$ cat config.mk
export PLATFORM = sky130hd
export DESIGN_NAME = alu_exec_unit
export DESIGN_NICKNAME = d
export VERILOG_FILES = /design/src/rtl/alu_exec_unit.sv
export SDC_FILE = /design/constraint.sdc
export NUM_CORES = 1
export LEC_CHECK = 0
export BUFFER_PORTS_ARGS = -buffer_cell sky130_fd_sc_hd__buf_4
export CAP_MARGIN = 20
export CORE_UTILIZATION = 59
export DETAILED_ROUTE_END_ITERATION = 16
export GPL_TIMING_DRIVEN = 0
export PLACE_DENSITY = 0.8
export SLEW_MARGIN = 0
export SYNTH_ARGS = -nofsm -noshare
export SYNTH_HDL_FRONTEND = slang
export SYNTH_SLANG_ARGS = --single-unit
export TNS_END_PERCENT = 1
$ cat constraint.sdc
create_clock -name i_clk -period 4.8 [get_ports i_clk]
set_input_delay 0.48 -clock i_clk [delete_from_list [all_inputs] [get_ports i_clk]]
set_output_delay 0.48 -clock i_clk [all_outputs]
set_load 0.03 [all_outputs]
$ cat src/rtl/alu_exec_unit.sv
// alu_exec_unit: multi-cycle ALU execute stage.
// An operation is taken in over a valid/ready handshake and evaluated in a
// dedicated execute cycle. The result and its flags are then held until the
// downstream stage accepts them.
// Optional feature: define ALU_STICKY_ERR_EN to build a sticky illegal-code
// flag on o_ErrSticky. Without it, that output is tied low.
//
// state | meaning
// ------+---------------------------------------------------------------
// IDLE  | ready for a new op; latches code/operands when i_Valid is high
// EXEC  | evaluates the latched op and loads the result/flag registers
// DONE  | presents the result with o_Valid; leaves when i_Ready is high
module alu_exec_unit #(
   parameter int NBITS = 32,
   parameter int ALUOP = 4
) (
   input  logic             i_clk,
   input  logic             i_reset,
   input  logic             i_Valid,
   output logic             o_Ready,
   input  logic [ALUOP-1:0] i_ALUCtrl,
   input  logic [NBITS-1:0] i_OpA,
   input  logic [NBITS-1:0] i_OpB,
   output logic             o_Valid,
   input  logic             i_Ready,
   output logic [NBITS-1:0] o_Result,
   output logic             o_Zero,
   output logic             o_Overflow,
   output logic             o_Illegal,
   output logic             o_ErrSticky
);

   localparam logic [ALUOP-1:0] OP_AND = ALUOP'(4'b0000);
   localparam logic [ALUOP-1:0] OP_OR  = ALUOP'(4'b0001);
   localparam logic [ALUOP-1:0] OP_ADD = ALUOP'(4'b0010);
   localparam logic [ALUOP-1:0] OP_SUB = ALUOP'(4'b0110);
   localparam logic [ALUOP-1:0] OP_SLT = ALUOP'(4'b0111);
   localparam logic [ALUOP-1:0] OP_NOR = ALUOP'(4'b1100);
   localparam logic [ALUOP-1:0] OP_XOR = ALUOP'(4'b1101);

   typedef enum logic [1:0] {
      IDLE = 2'd0,
      EXEC = 2'd1,
      DONE = 2'd2
   } state_t;

   state_t state, state_next;

   logic             capture_en;
   logic             load_en;
   logic [ALUOP-1:0] ctrl_q;
   logic [NBITS-1:0] op_a_q;
   logic [NBITS-1:0] op_b_q;

   logic [NBITS-1:0] sum;
   logic [NBITS-1:0] diff;
   logic             add_ovf;
   logic             sub_ovf;
   logic             slt_bit;
   logic [NBITS-1:0] alu_result;
   logic             alu_ovf;
   logic             alu_illegal;

   // State register
   always_ff @(posedge i_clk) begin
      if (i_reset) begin
         state <= IDLE;
      end else begin
         state <= state_next;
      end
   end

   // Next-state logic and handshake outputs
   always_comb begin
      state_next = state;
      o_Ready    = 1'b0;
      o_Valid    = 1'b0;
      capture_en = 1'b0;
      load_en    = 1'b0;
      unique case (state)
         IDLE: begin
            o_Ready = 1'b1;
            if (i_Valid) begin
               capture_en = 1'b1;
               state_next = EXEC;
            end
         end
         EXEC: begin
            load_en    = 1'b1;
            state_next = DONE;
         end
         DONE: begin
            o_Valid = 1'b1;
            if (i_Ready) begin
               state_next = IDLE;
            end
         end
         default: begin
            state_next = IDLE;
         end
      endcase
   end

   // Operand/code capture. This happens only on acceptance, so later input changes are ignored.
   always_ff @(posedge i_clk) begin
      if (i_reset) begin
         ctrl_q <= '0;
         op_a_q <= '0;
         op_b_q <= '0;
      end else if (capture_en) begin
         ctrl_q <= i_ALUCtrl;
         op_a_q <= i_OpA;
         op_b_q <= i_OpB;
      end
   end

   // ALU datapath evaluated from the captured operands
   always_comb begin
      sum         = op_a_q + op_b_q;
      diff        = op_a_q - op_b_q;
      // Signed overflow: the result sign disagrees with A although the signs of the effective operands agree
      add_ovf     = (op_a_q[NBITS-1] == op_b_q[NBITS-1]) && (sum[NBITS-1] != op_a_q[NBITS-1]);
      sub_ovf     = (op_a_q[NBITS-1] != op_b_q[NBITS-1]) && (diff[NBITS-1] != op_a_q[NBITS-1]);
      // True signed compare, so it stays correct where A-B would overflow
      slt_bit     = $signed(op_a_q) < $signed(op_b_q);
      alu_result  = '0;
      alu_ovf     = 1'b0;
      alu_illegal = 1'b0;
      case (ctrl_q)
         OP_ADD: begin
            alu_result = sum;
            alu_ovf    = add_ovf;
         end
         OP_SUB: begin
            alu_result = diff;
            alu_ovf    = sub_ovf;
         end
         OP_AND:  alu_result = op_a_q & op_b_q;
         OP_OR:   alu_result = op_a_q | op_b_q;
         OP_NOR:  alu_result = ~(op_a_q | op_b_q);
         OP_XOR:  alu_result = op_a_q ^ op_b_q;
         OP_SLT:  alu_result = {{(NBITS-1){1'b0}}, slt_bit};
         default: alu_illegal = 1'b1;
      endcase
   end

   // Result and flag registers. They load only on the EXEC->DONE edge and hold otherwise.
   always_ff @(posedge i_clk) begin
      if (i_reset) begin
         o_Result   <= '0;
         o_Zero     <= 1'b0;
         o_Overflow <= 1'b0;
         o_Illegal  <= 1'b0;
      end else if (load_en) begin
         o_Result   <= alu_result;
         o_Zero     <= (alu_result == '0);
         o_Overflow <= alu_ovf;
         o_Illegal  <= alu_illegal;
      end
   end

`ifdef ALU_STICKY_ERR_EN
   logic err_sticky;

   // Sticky illegal-code flag. Only reset clears it.
   always_ff @(posedge i_clk) begin
      if (i_reset) begin
         err_sticky <= 1'b0;
      end else if (load_en && alu_illegal) begin
         err_sticky <= 1'b1;
      end
   end

   assign o_ErrSticky = err_sticky;
`else
   assign o_ErrSticky = 1'b0;
`endif

endmodule

Word level (Yosys, flattened, before mapping)
Index checks and enable logic that the tools add are counted.
- input bits: 72
- register bits after elaboration: 105
- logic and storage cells: 47
- output and inout bits: 38
- reductions and logical operators: 7
- add/subtract/negate cells: 2
- bitwise logic cells: 4
- equal/unequal tests: 14
- mux-type cells: 11
- magnitude comparators: 1
- operators with widths (kind ; count):
    $pmux W32 S7 ; 1
    $add A32 B32 Y32 ; 1
    $and A32 B32 Y32 ; 1
    $logic_not A32 Y1 ; 1
    $lt A32 B32 Y1 ; 1
    $not A32 Y32 ; 1
    $or A32 B32 Y32 ; 1
    $sub A32 B32 Y32 ; 1
    $xor A32 B32 Y32 ; 1
    $eq A4 B3 Y1 const B ; 2
    $eq A4 B4 Y1 const B ; 2
    $reduce_or A7 Y1 ; 1
    $mux W1 ; 6
    $pmux W2 S3 ; 1
    $eq A4 B1 Y1 const B ; 1
    $eq A4 B2 Y1 const B ; 1
    $logic_not A4 Y1 ; 1
    $mux W2 ; 2
    $ne A2 B2 Y1 const B ; 2
    $ne A1 B1 Y1 ; 3
    $eq A2 B1 Y1 const B ; 1
    $eq A2 B2 Y1 const B ; 1
    $logic_and A1 B1 Y1 ; 2
    $logic_not A2 Y1 ; 1
    other kinds (3) ; 3

Logic depth before layout (Yosys ltp)
Gate-level depths: netlist of run 1.
- word-level depth: 4
- mapped depth: 15
- mapped depth without buffers: 14

Least setup slack after synthesis of run 1
No wires, ideal clock.
- path type: register to register
- from: reg op_a_q[0]
- to: reg o_Zero
- required time: 4.704 ns
- cell stages (with the launch flop): 16
- path slack: 1.441 ns
- path buffers: 1
- clock period less this slack: 3.359 ns
- arrival: 3.264 ns
- setup time: 0.096 ns
- cells stage by stage: dfxtp_1 -> inv_1 -> ha_1 -> fa_1 -> o21ba_1 -> or4_1 -> buf_2 -> a21oi_2 -> o311a_1 -> o21ai_2 -> a2111oi_2 -> nand2_1 -> a21o_1 -> a211oi_2 -> nand4b_1 -> o41ai_2
- cells in the longest elaborated chain, start to end: 4
- elaborated cells between the ends (all ways): 9
- classes of those cells: add/sub (2); order compare (1); mux (1); bitwise (4); reduce/logical (1)
- ends and longest elaborated chain (item ; line ; RTL):
    from (decl) ; 52 ; logic [NBITS-1:0] op_a_q;
    from (signal assigned) ; 112 ; op_a_q <= i_OpA;
    branches (longest 2 deep; another with $sub A32 B32 Y32) ; n/a ;
    $pmux W32 S7 (*) ; 129 ; case (ctrl_q)
    $logic_not A32 Y1 (*) ; 156 ; o_Zero <= (alu_result == '0);
    to (signal assigned) ; 156 ;
    to (decl) ; 27 ; output logic o_Zero,
Mark *: on every way between the ends.
A chain may end at the register's enable or synchronous reset.

Final worst setup path of run 1
- from: reg op_a_q[9]
- to: reg o_Zero
Same word-level chain as after synthesis.

==> results of run 1 <==
cell usage after synthesis, drive strengths merged (5+ instances only):
master   count  area share, %
a2111oi      5           0.59
a211oi      35            2.9
a21o        18            1.4
a21oi      166            8.8
a221o       15            1.6
a221oi       6           0.55
a22oi        9           0.71
a31oi        8           0.53
and2         6           0.40
and3         5           0.33
buf         27            1.5
clkbuf      66            2.6
dfxtp      105             22
ha         106             14
inv         95            3.8
nand2      225            8.9
nand2b       5           0.33
nand3       21            1.1
nand4       12           0.79
nor2       107            4.2
nor2b       12           0.79
nor3        43            2.3
nor4        21            1.5
o211a        5           0.53
o211ai      22            1.7
o21a        12           0.95
o21ai       58            3.1
o21bai      11           0.87
o311ai       7           0.65
o31a         5           0.46
o31ai       16            1.3
or4          5           0.40
xnor2        8           0.74
stage by stage:
step | setup WS, ns | power, W | hold slack, ns
after floorplan | 1.44 | 0.00173 | 0.453
after global placement | 0.642 | 0.00208 | 0.457
after detailed placement | 0.630 | 0.00211 | 0.456
after CTS | 0.596 | 0.00284 | 0.354
after global routing | 0.346 | 0.00302 | 0.367
final | 0.496 | 0.00290 | 0.351
path summary, 6_finish.rpt:
path / from / end / slack [ns] / cells past startpoint
max: op_a_q[9] / o_Zero / 0.50 / 14
min: i_OpB[0] / op_b_q[0] / 0.35 / 3
max reg2reg: op_a_q[9] / o_Zero / 0.50 / 14
min reg2reg: op_b_q[4] / op_b_q[4] / 0.48 / 2
state kept, by name, summed over array words and instances, names as in the netlist:
signal,flops
o_Result,32
op_a_q,32
op_b_q,32
ctrl_q,4
state,2
o_Illegal,1
o_Overflow,1
o_Zero,1
power by group through the flow:
| stage | Combinational, W | Clock (W) | Sequential, W |
|---|---|---|---|
| 6_report | 0.00116 | 0.000756 | 0.000990 |
| 5_1_grt | 0.00124 | 0.000785 | 0.000996 |
| 4_1_cts | 0.00111 | 0.000746 | 0.000987 |
| 3_5_place_dp | 0.00110 | 0 | 0.00101 |
| 3_3_place_gp | 0.00108 | 0 | 0.00100 |
| 2_1_floorplan | 0.000708 | 0 | 0.00103 |
critical path, stage by stage, from the launching register on:
cell	delay (ns)
dfxtp_1	0.45
inv_1	0.07
ha_1	0.30
buf_2	0.20
a21oi_1	0.26
o31ai_1	0.17
a221o_1	0.47
nor4_1	0.79
nor4_1	0.11
nor2_1	0.17
o22ai_1	0.11
xor2_1	0.18
a21oi_1	0.42
nand4_1	0.17
o41ai_2	0.31
kinds of logic after synthesis:
group | Yosys count
and+or+nand+nor | 487
AOI/OAI and AO/OA | 439
buffers and inverters | 188
adders and majority gates | 108
DFF | 105
xor gates and xnor gates | 9
muxes | 7
other | 1
area by class of cell:
cell class	count	area (um2)	share of cell area [%]
buffer	93	388	3.58
clock buffer	9	225	2.08
clock inverter	7	62.6	0.577
inverter	95	357	3.29
multi-input combinational	1051	6620	61.1
sequential	105	2100	19.4
tap	211	264	2.43
timing repair buffer	110	826	7.61
per-layer routing:
layer	part of all wire, %	up-vias
li1	-	5004
met1	40	5036
met2	41	789
met3	15	145
met4	4.6	0
met5	0	-
==> results.ini, run 1 <==
[pwr]
seqPwrFrac_pct=34.1
ir_drop_uv=188
clkPwrFrac_pct=26.0
swShare_pct=41.9
p_int_w=0.00169
pwr-share-comb_pct=39.8
cellLeakagePower_nw=4.44
p_switching_w=0.00122
powerDensity_nw_per_um2=268

[final_layout]
syn_to_final_growth_pct=14.5
antennaDiodeCount=0
fillCellCount=1351
layout_commonest_cell=nand2_1
fin_util_pct=70.3
final_net_count=1645
drive_gt1_share_pct=11.6
postLayoutCellArea_um2=10800
instances_no_fill=1681
final_cell_mix=nand2_1, a21oi_1, buf_4, nor2_1, ha_1

[global_route]
grt_max_degree=20
grt_pass1_vias=10200
gr-usage-met1_pct=60.0
grt_pass1_wl_mm=55.6
top_usage_layer=met2
gr-usage-met2_pct=65.8
antenna_found_initial=0
grt_usage_pct=44.4
grtUsageMet3_pct=11.6
overflow=0

[clocking]
cts-htree-levels=3
insertion_delay_ns=0.37
cts_root_buffer=clkbuf_16
post-cts-setup-buffers=0
cts_buffer_depth=2
cts_made_buffers=9
ctsHoldBuffers=0
post_cts_resized=0
cts_tree=yes
cts.sinks=105
cts.clk_slew.worst_paths_ns=0.09

[synth]
muxShareOfSynthArea_pct=0.912
synth_nets=1524
avgSynthCellArea_um2=7.05
synthFlopType=dfxtp_1
yosysWarnings=0
synth_xor_area_share_pct=0.832
synth_top_family_by_area=compound AO/OA/AOI/OAI gates
syn_inst=1344
synth_area_um2=9470
synth-compound-area-share_pct=30.6
synth.distinct_cells=85
synth_fa_ha_area_share_pct=14.4
synth-edff-count=0
ys_seq_area_share_pct=22.2
synthSimpleGateAreaFrac_pct=23.1
synth_seq_cells=105
async_reset_ff_share_pct=0

[detailed_routing]
drtAntennaViolNets=0
drtPass1Iterations=9
vias_per_cell=6.53
postRouteWirelength_mm=36.3
dr.first_iter.drc_count=1555
num_vias=11000
drc_errors=0
wl_per_cell_um=21.6

[timing]
fin_worst_skew_ns=0.0193
fin_crit_ns=4.30
setup_viol=0
setup_tns_ns=0
hold_violations=0
max_slew_margin_pct=29.0
slew_violations=0
fin_crit_sh_pct=89.7
worst_slew_pin_slew_ns=1.05
rsz0062_at_grt=false
fmax_mhz=232

[worst_setup_path]
endpoint_kind=flop
worstPathRequired_ns=5.06
crit_type=reg -> reg
arrival_ns=4.56
worstSetupStartpointType=flop
path_max_fanout=10

[floorplanning]
initial_utilization_pct=61.4
die_h_um=129
dieArea_um2=16600
core_um2=15400
fp.dieW_um=129
rows=45
boundaryPins=110

[placement]
io_buffers=108
gp_congestion=1.05
place_inst=1665
place_area_um2=10600
dp_hpwl_mm=28.3

[outcome]
status=finished, final reports clean

[worst_hold_path]
worstHoldPathType=in -> reg

[job]
cap_violations=0

Note: power is estimated with default switching activity, not from simulation.
==> run 2, diff against run 1 <==
- BUFFER_PORTS_ARGS: -buffer_cell sky130_fd_sc_hd__buf_4 -> -buffer_cell sky130_fd_sc_hd__buf_2
==> results.ini, run 2 (same netlist as run 1, synthesis figures left out) <==
[outcome]
status=finished, final reports clean

[placement]
place_inst=1665  ; unchanged
place_area_um2=10300  ; -2.5%
io_buffers=108  ; unchanged
gp_congestion=1.03  ; -1.4%
dp_hpwl_mm=28.2  ; -0.57%

[clocking]
cts_buffer_depth=2  ; unchanged
cts.clk_slew.worst_paths_ns=0.09  ; about the same
cts_made_buffers=9  ; unchanged
post-cts-setup-buffers=0  ; unchanged
post_cts_resized=0  ; unchanged
cts_tree=yes
cts.sinks=105  ; unchanged
cts-htree-levels=3  ; unchanged
ctsHoldBuffers=0  ; unchanged
insertion_delay_ns=0.37  ; about the same
cts_root_buffer=clkbuf_16

[global_route]
grt_pass1_wl_mm=54.0  ; -2.9%
overflow=0  ; unchanged
grt_pass1_vias=9685  ; -4.9%
grt_max_degree=20  ; unchanged
grt_usage_pct=43.5  ; -0.84 points
antenna_found_initial=0  ; unchanged

[floorplanning]
rows=45  ; unchanged
dieArea_um2=16600  ; unchanged
core_um2=15400  ; unchanged
boundaryPins=110  ; unchanged
die_h_um=129  ; unchanged
fp.dieW_um=129  ; unchanged
initial_utilization_pct=61.4  ; unchanged

[worst_setup_path]
reg2reg_depth=13  ; -1
regToRegSetupSlack_ns=0.44  ; -0.06 ns
crit_type=reg -> reg
critPathBufInv=4  ; +2
cp.depth=13  ; -1
critPathMaxStageDelay_ns=0.69  ; -0.10 ns
endpoint=o_Zero
critical_path.most_common_cell=clkbuf_1
arrival_ns=4.62  ; +0.06 ns
critical_path.startpoint=ctrl_q[3]
path_max_fanout=10  ; unchanged
worstReg2RegStart=ctrl_q[3]
endpoint_kind=flop
r2r_end=o_Zero
worstSetupStartpointType=flop
crit_chain=buf_4 -> nor3b_1 -> clkbuf_1 -> nand2_1 -> clkbuf_1 -> clkbuf_1 -> nor2_1 -> a222oi_1 -> nand2_1 -> nor4_1 -> and4b_1 -> nand4_1 -> o41ai_2
worst_path_max_delay_cell=clkbuf_1
worstPathRequired_ns=5.06  ; about the same
path_delay_family=buffers and inverters

[detailed_routing]
num_vias=10800  ; -1.5%
wl_per_cell_um=21.3  ; -1.4%
vias_per_cell=6.43  ; -1.5%
dr.first_iter.drc_count=1407  ; -9.5%
drtAntennaViolNets=0  ; unchanged
drc_errors=0  ; unchanged
drtPass1Iterations=8  ; -1
postRouteWirelength_mm=35.8  ; -1.4%

[timing]
worst_slew_pin_slew_ns=0.989  ; -0.0661 ns
rsz0062_at_grt=false
fin_crit_sh_pct=90.9  ; +1.2 points
hold_violations=0  ; unchanged
slew_violations=0  ; unchanged
setup_tns_ns=0  ; unchanged
fin_worst_skew_ns=0.0161  ; -0.00322 ns
fin_crit_ns=4.36  ; +0.0598 ns
max_slew_margin_pct=33.8  ; +4.8 points
setup_viol=0  ; unchanged
fmax_mhz=229  ; -1.4%

[pwr]
cellLeakagePower_nw=4.38  ; -1.3%
powerDensity_nw_per_um2=275  ; +2.9%
ir_drop_uv=209  ; +11%

[final_layout]
syn_to_final_growth_pct=11.9
fillCellCount=1412  ; +4.5%
antennaDiodeCount=0  ; unchanged
postLayoutCellArea_um2=10600  ; -2.3%
drive_gt1_share_pct=11.7  ; +0.068 points
layout_commonest_cell=nand2_1
final_cell_mix=nand2_1, a21oi_1, buf_2, nor2_1, ha_1
reg.largest.list=o_Result x32, op_a_q x32, op_b_q x32
final_net_count=1645  ; unchanged
instances_no_fill=1681  ; unchanged

[worst_hold_path]
worstHoldPathType=in -> reg

[job]
cap_violations=0  ; unchanged

==> run 2: layout make-up <==
class	count	area, um2	share of cell area (%)
Tap cell	211	264	2.49
Multi-Input combinational cell	1051	6620	62.5
Clock buffer	9	225	2.12
Inverter	95	357	3.36
Clock inverter	7	83.8	0.791
Sequential cell	105	2100	19.8
Timing Repair Buffer	110	557	5.25
Buffer	93	388	3.66
==> run 2: through the flow <==
stage	util, %	hold WS, ns	total power [W]	setup WS (ns)
after floorplan	-	0.453	0.00173	1.44
after global placement	66.6	0.450	0.00206	0.610
after detailed placement	66.7	0.457	0.00208	0.550
after CTS	68.7	0.341	0.00287	0.529
after global routing	68.7	0.357	0.00304	0.217
final	68.7	0.343	0.00292	0.437
==> run 2: worst min-delay path by stage <==
stage | from | end | slack [ns] | depth (start not counted)
6_report | i_OpB[4] | op_b_q[4] | 0.34 | 3
2_1_floorplan | op_b_q[10] | op_b_q[10] | 0.45 | 2
3_3_place_gp | o_Overflow | o_Overflow | 0.45 | 2
3_5_place_dp | o_Result[15] | o_Result[15] | 0.46 | 2
5_1_grt | i_OpA[10] | op_a_q[10] | 0.36 | 3
4_1_cts | i_OpB[4] | op_b_q[4] | 0.34 | 3
==> run 2: power by group <==
group          internal [W]  total (W)  switching [W]
Combinational      0.000366    0.00113       0.000760
Sequential         0.000928   0.000988      0.0000600
Clock              0.000416   0.000802       0.000386
Total               0.00171    0.00292        0.00121
==> run 2: worst register-to-register path, cell delays in order (launching register included) <==
cell      delay (ns)
dfxtp_1         0.40
buf_4           0.20
nor3b_1         0.09
clkbuf_1        0.38
nand2_1         0.24
clkbuf_1        0.69
clkbuf_1        0.59
nor2_1          0.13
a222oi_1        0.47
nand2_1         0.09
nor4_1          0.30
and4b_1         0.25
nand4_1         0.12
o41ai_2         0.30
==> run 2: metal layers <==
metal	part of all wire, %	global-route usage, %
met4	3.1	15.2
met5	0	0
met2	41	64.8
met3	14	12.7
met1	41	59.6
